--- config.mk ---
export PLATFORM = sky130hd
export DESIGN_NAME = mips_wb_trace_fifo_flat
export DESIGN_NICKNAME = d
export VERILOG_FILES = /design/src/rtl/mips_wb_trace_fifo_if.sv /design/src/rtl/mips_wb_trace_fifo.sv /design/src/flat_wrapper.sv
export SDC_FILE = /design/constraint.sdc
export NUM_CORES = 1
export LEC_CHECK = 0
export BUFFER_PORTS_ARGS = -buffer_cell sky130_fd_sc_hd__buf_2
export CORE_UTILIZATION = 40
export DETAILED_ROUTE_END_ITERATION = 8
export PLACE_DENSITY = 0.69
export SYNTH_ARGS = -nofsm -noshare
export SYNTH_HDL_FRONTEND = slang
export SYNTH_SLANG_ARGS = --single-unit
--- constraint.sdc ---
create_clock -name clk -period 9.55 [get_ports clk]
set_clock_uncertainty 0.2 [all_clocks]
set_input_delay 1.4325 -clock clk [delete_from_list [all_inputs] [get_ports clk]]
set_output_delay 1.4325 -clock clk [all_outputs]
set_load 0.005 [all_outputs]
--- src/rtl/mips_wb_trace_fifo_if.sv ---
// Writeback snoop port and trace-drain port of the MIPS writeback trace FIFO.
// master: the core/monitor side; it drives the writeback strobe, flush and out_ready.
// slave: the trace FIFO; it drives out_* and the status outputs.
// With TRACE_TSTAMP_EN defined, out_tstamp and the TS_W parameter are present.
interface mips_wb_trace_fifo_if #(
    parameter int DATA_W = 32,
    parameter int ADDR_W = 5,
    parameter int DEPTH  = 8,
    parameter int SEQ_W  = 8,
    parameter int OVF_W  = 8
`ifdef TRACE_TSTAMP_EN
    ,
    parameter int TS_W   = 16
`endif
);
    localparam int CNT_W = $clog2(DEPTH + 1);

    logic              reg_write;
    logic [ADDR_W-1:0] a3;
    logic [DATA_W-1:0] wd3;
    logic [DATA_W-1:0] pc;
    logic              flush;
    logic              out_valid;
    logic              out_ready;
    logic [ADDR_W-1:0] out_a3;
    logic [DATA_W-1:0] out_wd3;
    logic [DATA_W-1:0] out_pc;
    logic [SEQ_W-1:0]  out_seq;
`ifdef TRACE_TSTAMP_EN
    logic [TS_W-1:0]   out_tstamp;
`endif
    logic [CNT_W-1:0]  count;
    logic              full;
    logic              overflow;
    logic [OVF_W-1:0]  overflow_cnt;

    modport master (
        output reg_write, a3, wd3, pc, flush, out_ready,
        input  out_valid, out_a3, out_wd3, out_pc, out_seq,
`ifdef TRACE_TSTAMP_EN
        input  out_tstamp,
`endif
        input  count, full, overflow, overflow_cnt
    );

    modport slave (
        input  reg_write, a3, wd3, pc, flush, out_ready,
        output out_valid, out_a3, out_wd3, out_pc, out_seq,
`ifdef TRACE_TSTAMP_EN
        output out_tstamp,
`endif
        output count, full, overflow, overflow_cnt
    );
endinterface

--- src/rtl/mips_wb_trace_fifo.sv ---
// Register-writeback trace capture: queues {a3,wd3,pc,seq} per write in a show-ahead DEPTH-entry FIFO.
// Latency: an event sampled at edge N is on out_* with out_valid=1 after edge N.
// Backpressure: never stalls the core; when full without a pop the event is dropped and counted.
// Ports: clk, reset (async, active-low), bus (slave modport: snoop inputs, flush, valid/ready drain, status).
// Optional feature macro TRACE_TSTAMP_EN: adds a free-running cycle stamp per entry on out_tstamp.
module mips_wb_trace_fifo #(
    parameter int DATA_W = 32,
    parameter int ADDR_W = 5,
    parameter int DEPTH  = 8,
    parameter int SEQ_W  = 8,
    parameter int OVF_W  = 8
`ifdef TRACE_TSTAMP_EN
    ,
    parameter int TS_W   = 16
`endif
) (
    input logic                clk,
    input logic                reset,
    mips_wb_trace_fifo_if.slave bus
);
    localparam int PTR_W = $clog2(DEPTH);
    localparam int CNT_W = $clog2(DEPTH + 1);

    logic [PTR_W-1:0] wr_ptr_q, wr_ptr_d;
    logic [PTR_W-1:0] rd_ptr_q, rd_ptr_d;
    logic [CNT_W-1:0] count_q, count_d;
    logic [SEQ_W-1:0] seq_q, seq_d;
    logic             ovf_q, ovf_d;
    logic [OVF_W-1:0] ovf_cnt_q, ovf_cnt_d;

    logic [ADDR_W-1:0] a3_mem  [DEPTH];
    logic [DATA_W-1:0] wd3_mem [DEPTH];
    logic [DATA_W-1:0] pc_mem  [DEPTH];
    logic [SEQ_W-1:0]  seq_mem [DEPTH];
`ifdef TRACE_TSTAMP_EN
    logic [TS_W-1:0]   ts_q;
    logic [TS_W-1:0]   ts_mem  [DEPTH];
`endif

    logic valid;
    logic full;
    logic pop_req;   // consumer handshake, before flush cancels it
    logic pop;
    logic push;
    logic drop;

    always_comb begin
        valid   = (count_q != '0);
        full    = (count_q == CNT_W'(DEPTH));
        pop_req = valid && bus.out_ready;
        pop     = pop_req && !bus.flush;
        // A pop in the same cycle frees the slot, so a full FIFO still accepts.
        push    = bus.reg_write && !bus.flush && (!full || pop_req);
        drop    = bus.reg_write && !bus.flush && full && !pop_req;
    end

    always_comb begin
        wr_ptr_d  = wr_ptr_q;
        rd_ptr_d  = rd_ptr_q;
        count_d   = count_q;
        ovf_d     = ovf_q;
        ovf_cnt_d = ovf_cnt_q;
        // Tag advances on every strobe so dropped or flushed events leave a visible gap.
        seq_d     = bus.reg_write ? seq_q + SEQ_W'(1) : seq_q;

        if (bus.flush) begin
            wr_ptr_d  = '0;
            rd_ptr_d  = '0;
            count_d   = '0;
            ovf_d     = 1'b0;
            ovf_cnt_d = '0;
        end else begin
            if (push) wr_ptr_d = wr_ptr_q + PTR_W'(1);
            if (pop)  rd_ptr_d = rd_ptr_q + PTR_W'(1);
            if (push && !pop)      count_d = count_q + CNT_W'(1);
            else if (pop && !push) count_d = count_q - CNT_W'(1);
            if (drop) begin
                ovf_d = 1'b1;
                if (ovf_cnt_q != '1) ovf_cnt_d = ovf_cnt_q + OVF_W'(1);
            end
        end
    end

    always_ff @(posedge clk or negedge reset) begin
        if (!reset) begin
            wr_ptr_q  <= '0;
            rd_ptr_q  <= '0;
            count_q   <= '0;
            seq_q     <= '0;
            ovf_q     <= 1'b0;
            ovf_cnt_q <= '0;
        end else begin
            wr_ptr_q  <= wr_ptr_d;
            rd_ptr_q  <= rd_ptr_d;
            count_q   <= count_d;
            seq_q     <= seq_d;
            ovf_q     <= ovf_d;
            ovf_cnt_q <= ovf_cnt_d;
        end
    end

`ifdef TRACE_TSTAMP_EN
    always_ff @(posedge clk or negedge reset) begin
        if (!reset) ts_q <= '0;
        else        ts_q <= ts_q + TS_W'(1);
    end
`endif

    // Storage needs no reset: the head is only exposed while count is non-zero.
    always_ff @(posedge clk) begin
        if (push) begin
            a3_mem[wr_ptr_q]  <= bus.a3;
            wd3_mem[wr_ptr_q] <= bus.wd3;
            pc_mem[wr_ptr_q]  <= bus.pc;
            seq_mem[wr_ptr_q] <= seq_q;
`ifdef TRACE_TSTAMP_EN
            ts_mem[wr_ptr_q]  <= ts_q;
`endif
        end
    end

    // Data is gated by valid so reset and flush present all-zero outputs.
    always_comb begin
        bus.out_valid    = valid;
        bus.out_a3       = valid ? a3_mem[rd_ptr_q]  : '0;
        bus.out_wd3      = valid ? wd3_mem[rd_ptr_q] : '0;
        bus.out_pc       = valid ? pc_mem[rd_ptr_q]  : '0;
        bus.out_seq      = valid ? seq_mem[rd_ptr_q] : '0;
`ifdef TRACE_TSTAMP_EN
        bus.out_tstamp   = valid ? ts_mem[rd_ptr_q]  : '0;
`endif
        bus.count        = count_q;
        bus.full         = full;
        bus.overflow     = ovf_q;
        bus.overflow_cnt = ovf_cnt_q;
    end
endmodule

--- src/flat_wrapper.sv ---
// flat-port wrapper written by rule: the top's interface ports become plain ports
module mips_wb_trace_fifo_flat 
#(
    parameter int DATA_W = 32,
    parameter int ADDR_W = 5,
    parameter int DEPTH  = 8,
    parameter int SEQ_W  = 8,
    parameter int OVF_W  = 8

)
  (clk, reset, bus_reg_write, bus_a3, bus_wd3, bus_pc, bus_flush, bus_out_ready, bus_out_valid, bus_out_a3, bus_out_wd3, bus_out_pc, bus_out_seq, bus_count, bus_full, bus_overflow, bus_overflow_cnt);
  mips_wb_trace_fifo_if #(.DATA_W(DATA_W), .ADDR_W(ADDR_W), .DEPTH(DEPTH), .SEQ_W(SEQ_W), .OVF_W(OVF_W)) bus_i ();
  input logic clk;
  input logic reset;
  input wire logic [$bits(bus_i.reg_write)-1:0] bus_reg_write;
  input wire logic [$bits(bus_i.a3)-1:0] bus_a3;
  input wire logic [$bits(bus_i.wd3)-1:0] bus_wd3;
  input wire logic [$bits(bus_i.pc)-1:0] bus_pc;
  input wire logic [$bits(bus_i.flush)-1:0] bus_flush;
  input wire logic [$bits(bus_i.out_ready)-1:0] bus_out_ready;
  output wire logic [$bits(bus_i.out_valid)-1:0] bus_out_valid;
  output wire logic [$bits(bus_i.out_a3)-1:0] bus_out_a3;
  output wire logic [$bits(bus_i.out_wd3)-1:0] bus_out_wd3;
  output wire logic [$bits(bus_i.out_pc)-1:0] bus_out_pc;
  output wire logic [$bits(bus_i.out_seq)-1:0] bus_out_seq;
  output wire logic [$bits(bus_i.count)-1:0] bus_count;
  output wire logic [$bits(bus_i.full)-1:0] bus_full;
  output wire logic [$bits(bus_i.overflow)-1:0] bus_overflow;
  output wire logic [$bits(bus_i.overflow_cnt)-1:0] bus_overflow_cnt;
  assign bus_i.reg_write = bus_reg_write;
  assign bus_i.a3 = bus_a3;
  assign bus_i.wd3 = bus_wd3;
  assign bus_i.pc = bus_pc;
  assign bus_i.flush = bus_flush;
  assign bus_i.out_ready = bus_out_ready;
  assign bus_out_valid = bus_i.out_valid;
  assign bus_out_a3 = bus_i.out_a3;
  assign bus_out_wd3 = bus_i.out_wd3;
  assign bus_out_pc = bus_i.out_pc;
  assign bus_out_seq = bus_i.out_seq;
  assign bus_count = bus_i.count;
  assign bus_full = bus_i.full;
  assign bus_overflow = bus_i.overflow;
  assign bus_overflow_cnt = bus_i.overflow_cnt;
  mips_wb_trace_fifo #(.DATA_W(DATA_W), .ADDR_W(ADDR_W), .DEPTH(DEPTH), .SEQ_W(SEQ_W), .OVF_W(OVF_W)) u_core (.clk(clk), .reset(reset), .bus(bus_i));
endmodule
# After elaboration in Yosys (flattened, before gate mapping)

Memories as Yosys holds them, arrays and structs flattened.
Cells that the tools add are included.

$add $sub $neg: 6
Mux-type cells: 18
Reductions and logical operators: 21
Equality and inequality tests: 2

Operator list:

| kind                | count |
|---|---|
| $mux 32             | 2 |
| $mux 8              | 4 |
| $add 8x1->8 const B | 2 |
| $mux 3              | 4 |
| $mux 4              | 3 |
| $logic_and 1x1->1   | 8 |
| $ne 8x8->1 const B  | 1 |
| $reduce_bool 2->1   | 4 |
| $add 3x1->3 const B | 2 |
| $logic_not 1->1     | 5 |
| $mux 5              | 1 |
| $add 4x1->4 const B | 1 |
| $eq 4x4->1 const B  | 1 |
| $mux 1              | 4 |
| $reduce_bool 4->1   | 1 |
| $sub 4x1->4 const B | 1 |
| $reduce_bool 3->1   | 1 |
| $reduce_and 2->1    | 1 |
| $logic_or 1x1->1    | 1 |

Bits in registers: 27
Input bits: 74
Memory bits (writable): 616
Memories kept: 4
Word-level logic and storage cells: 57

Memory list:

| memory         | depth | bits a word | read ports | clocked after Yosys merged registers in | wr ports | RTL line                 | RTL |
|---|---|---|---|---|---|---|---|
| u_core.pc_mem  | 8     | 32          | 1          | 0                                       | 1        | mips_wb_trace_fifo.sv:33 | `logic [DATA_W-1:0] pc_mem [DEPTH];` |
| u_core.wd3_mem | 8     | 32          | 1          | 0                                       | 1        | mips_wb_trace_fifo.sv:32 | `logic [DATA_W-1:0] wd3_mem [DEPTH];` |
| u_core.seq_mem | 8     | 8           | 1          | 0                                       | 1        | mips_wb_trace_fifo.sv:34 | `logic [SEQ_W-1:0] seq_mem [DEPTH];` |
| u_core.a3_mem  | 8     | 5           | 1          | 0                                       | 1        | mips_wb_trace_fifo.sv:31 | `logic [ADDR_W-1:0] a3_mem [DEPTH];` |

# Depth between registers and ports, before layout

Word-level depth: 9
Depth in mapped cells: 8
Mapped depth without buffers: 7

# Least setup slack after synthesis

No wires, ideal clock.

Path kind: in2reg
Start: in bus_reg_write
End: mem u_core.a3_mem[0][0], enable pin
Data arrival time: 7.044 ns
Cell stages on the path: 3
Setup time: 0.607 ns
Slack: 1.699 ns
Path through: nor2b_1 nand3b_1 nor3_1

Cells in the longest elaborated chain, start to end: 4

Ends and longest elaborated chain:

| element                         | RTL line                  | RTL |
|---|---|---|
| from (decl)                     | flat_wrapper.sv:15        | `input wire logic [$bits(bus_i.reg_write)-1:0] bus_reg_write;` |
| $logic_and 1x1->1 (2 in series) | mips_wb_trace_fifo.sv:53  | `push = bus.reg_write && !bus.flush && (!full \|\| pop_req);` |
| $mux 1                          | mips_wb_trace_fifo.sv:111 | `if (push) begin` |
| $mux 1 (implied by the code)    | mips_wb_trace_fifo.sv:112 | `a3_mem[wr_ptr_q] <= bus.a3;` |
| to (decl)                       | mips_wb_trace_fifo.sv:31  |  |

Every way passes these cells.

# Worst setup path after layout

Start: reg u_core.count_q[0], in the netlist u_core.bus.count[0]
End: out bus_out_wd3[7]

Cells in the longest elaborated chain, start to end: 2

Ends and longest elaborated chain:

| element                | RTL line                  | RTL |
|---|---|---|
| from (decl)            | mips_wb_trace_fifo.sv:26  | `logic [CNT_W-1:0] count_q, count_d;` |
| from (signal assigned) | mips_wb_trace_fifo.sv:95  | `count_q <= count_d;` |
| $reduce_bool 4->1      | mips_wb_trace_fifo.sv:48  | `valid = (count_q != '0);` |
| $mux 32                | mips_wb_trace_fifo.sv:126 | `bus.out_wd3 = valid ? wd3_mem[rd_ptr_q] : '0;` |
| to (decl)              | flat_wrapper.sv:23        | `output wire logic [$bits(bus_i.out_wd3)-1:0] bus_out_wd3;` |

Every way passes these cells.

==> impl_metrics.json <==
{
  "run_status": "finished, final reports clean",
  "drt-initial-drc-count": 876,
  "core_sq_um": 60800,
  "synth_edf_count": 616,
  "tightest_slew_ns": 1.05,
  "cts_buffer_depth": 3,
  "wl_microns": 50800,
  "min_path_type": "reg2reg",
  "die_y_microns": 251,
  "grt_max_degree": 60,
  "critPathCaptureType": "primary output",
  "antenna_left": 0,
  "synth_compound_area_share_pct": 0.811,
  "crit_fanout": 51,
  "synthArstFlopShare_pct": 4.20,
  "antenna_found_initial": 7,
  "cts_setup_buffers": 0,
  "synth-xor-area-share_pct": 0.423,
  "vdd_ir_drop_max_uv": 149,
  "ys.flop_type": "edfxtp_1",
  "maxCapViolCount": 0,
  "holdBufCountCts": 0,
  "ys_seq_area_share_pct": 77.2,
  "power_density_nw_per_um2": 254,
  "cp_data_required_time_ns": 7.92,
  "slowest_delay_ns": 0.81,
  "syn-num-nets": 1223,
  "syn2layout_area_growth_pct": 15.8,
  "maxSlewViolCount": 0,
  "regToRegSetupSlack_ns": 5.81,
  "final_hold_viol_count": 0,
  "ys_ff_latch": 643,
  "slowest_stage": "nor2_4",
  "synth-adder-area-share_pct": 0.383,
  "wl_per_cell_microns": 23.3,
  "start_kind": "flip-flop",
  "grt_pass1_wl_microns": 77300,
  "cts_made_buffers": 68,
  "grt_pass1_vias": 12500,
  "muxShareOfSynthArea_pct": 17.2,
  "numPortBuffers": 165,
  "die-width_microns": 251,
  "synth.top_cells.by_area": "edfxtp_1 75%, mux4_2 14%, mux2i_1 3.2%, dfrtp_1 2.7%, nor2_1 1.4%",
  "num-fill-cells": 5012,
  "htree_levels": 3,
  "globalRouteOverflowTotal": 0,
  "clk_pin_slew_ns": 0.06,
  "synth_area_leader_cell": "edfxtp_1",
  "max-slew-margin-rel_pct": 29.5,
  "max_freq_mhz": 192,
  "routabilityCongestion": 0.768,
  "cts_sinks": 643,
  "drive_gt1_share_pct": 32.7,
  "cp.arrival_ns": 3.56,
  "rows": 90,
  "dp_hpwl_microns": 27600,
  "remaining_drc_errors": 0,
  "cts_tree": "yes",
  "yosys.area_share.simple_pct": 2.84,
  "clkLatencyLatePin_ns": 0.59,
  "dr.pass1.iters": 4,
  "fin_crit_sh_pct": 54.4,
  "rsz0062_at_grt": "no",
  "final_nets": 1426,
  "period_needed_ns": 5.20,
  "finalSetupTns_ns": 0,
  "post_cts_resized": 0,
  "ys_types": 45,
  "syn-cell-area_sq_um": 24800,
  "avgSynthCellArea_sq_um": 21.7,
  "pin_count": 166,
  "synth_warnings": 0,
  "netlist.area_leader.share_pct": 74.5,
  "grt_use_total_pct": 16.5,
  "crit_type": "reg2out",
  "dr_total_vias": 11700,
  "final_util_pct": 47.3,
  "die_area_sq_um": 63100,
  "avgViaCountPerCell": 5.39,
  "syn_inst": 1142,
  "setup_viol": 0,
  "synth_top_family_by_area": "multiplexers",
  "power_leakage_nw": 9.22,
  "start_util_pct": 40.8,
  "worstPathCellList": "or3_1, nor2_4, buf_4, nor2_1, buf_2",
  "cts-root-buf": "clkbuf_16"
}
-- worst max-delay path: cells and delay by family, from the launching register on --
family	cells	cell delay [ns]
AND/OR/NAND/NOR	3	1.50
buffers and inverters	2	0.95
flip-flops	1	0.51
-- per-stage QoR --
stage / hold slack (ns) / worst slack, ns / instance area, sq um / total power (W) / std cells
after global placement: 0.305 / 4.65 / 26600 / 0.00490 / 2057
after floorplan: 0.286 / 1.70 / 24800 / 0.00436 / 1142
after global routing: 0.341 / 4.02 / 28700 / 0.00763 / 2177
final: 0.323 / 4.35 / 28800 / 0.00731 / 2178
after CTS: 0.319 / 4.18 / 28700 / 0.00742 / 2177
after detailed placement: 0.308 / 4.53 / 26600 / 0.00493 / 2057
-- flip-flops by register name, indices dropped and copies added (netlist names) --
signal and flops:
u_core.seq_mem 64, u_core.rd_ptr_q 3, u_core.seq_q 8, u_core.a3_mem 40, u_core.bus.count 4, u_core.pc_mem 256
u_core.bus.overflow 1, u_core.bus.overflow_cnt 8, u_core.wd3_mem 256, u_core.wr_ptr_q 3
-- where the power goes --
part,internal (W),switching [W]
clock network,0.00146,0.00103
logic,0.000713,0.000734
registers,0.00322,0.000160
total,0.00539,0.00193
-- cells in the final DEF (no fill, tap or decap), types with 3 or more instances in the layout --
cell | netlist | routed
nor3_1 | 5 | 3
nor2_4 | 0 | 7
clkbuf_16 | 0 | 73
clkinv_1 | 0 | 9
dfrtp_1 | 27 | 24
xor2_1 | 7 | 7
nand2b_1 | 5 | 5
nor2_1 | 95 | 88
mux4_2 | 154 | 154
nand3_1 | 13 | 13
xnor2_1 | 5 | 5
nor2b_1 | 5 | 5
nor3_2 | 2 | 4
ha_1 | 6 | 6
nand2_1 | 11 | 11
or4_1 | 4 | 4
clkinv_2 | 0 | 11
edfxtp_1 | 616 | 616
buf_4 | 0 | 23
buf_2 | 22 | 165
clkbuf_1 | 26 | 17
inv_1 | 5 | 5
nand4_1 | 4 | 4
a21oi_1 | 13 | 13
mux2i_1 | 79 | 79
o21ai_0 | 3 | 3
dfrtp_4 | 0 | 3
or3_1 | 3 | 3
-- worst paths after layout --
kind | from | end | depth (start not counted)
hold reg to reg | u_core.bus.overflow | u_core.bus.overflow | 2
min in group asynchronous | reset | u_core.wr_ptr_q[1] | 1
setup / recovery | u_core.bus.count[0] | bus_out_wd3[7] | 5
hold / removal | u_core.bus.overflow | u_core.bus.overflow | 2
max in group asynchronous | reset | u_core.rd_ptr_q[2] | 1
setup reg to reg | u_core.bus.count[3] | u_core.wd3_mem[2][19] | 6
-- metal layers --
layer / share of wire, % / track usage (%) / routed length [microns]
met5: 0.21 / 0 / 107
met4: 2.0 / 5.03 / 993
met3: 5.4 / 3.53 / 2730
met2: 49 / 27.1 / 25000
met1: 43 / 22.0 / 21900
-- Yosys cell counts (4+ instances only) --
library cell / instances
xnor2_1: 5
buf_1: 6
xor2_1: 7
nor2_1: 95
mux4_2: 154
or4_1: 4
a21oi_1: 13
buf_2: 22
nor3_1: 5
nand2b_1: 5
nand2_1: 11
nand4_1: 4
clkbuf_1: 26
mux2i_1: 79
nor2b_1: 5
nand3_1: 13
ha_1: 6
inv_1: 5
edfxtp_1: 616
dfrtp_1: 27
-- final cells by class --
| type | count | area [sq um] | share of cell area, % |
|---|---|---|---|
| flip-flops and latches | 643 | 19200 | 66.7 |
| multi-input cells | 438 | 5450 | 19.0 |
| clock buffers | 91 | 1900 | 6.62 |
| repair buffers | 188 | 998 | 3.47 |
| well taps | 782 | 978 | 3.40 |
| clock inverters | 29 | 210 | 0.731 |
| inverters | 6 | 22.5 | 0.0783 |
| diodes | 1 | 2.50 | 0.00870 |
-- kinds of logic after synthesis --
kind of cell | Yosys count
flops | 643
mux | 235
simple gates | 154
buf+inv | 61
compound gates | 30
xor+xnor | 12
fa+ha+maj | 7
Note: power is estimated with default switching activity, not from simulation.
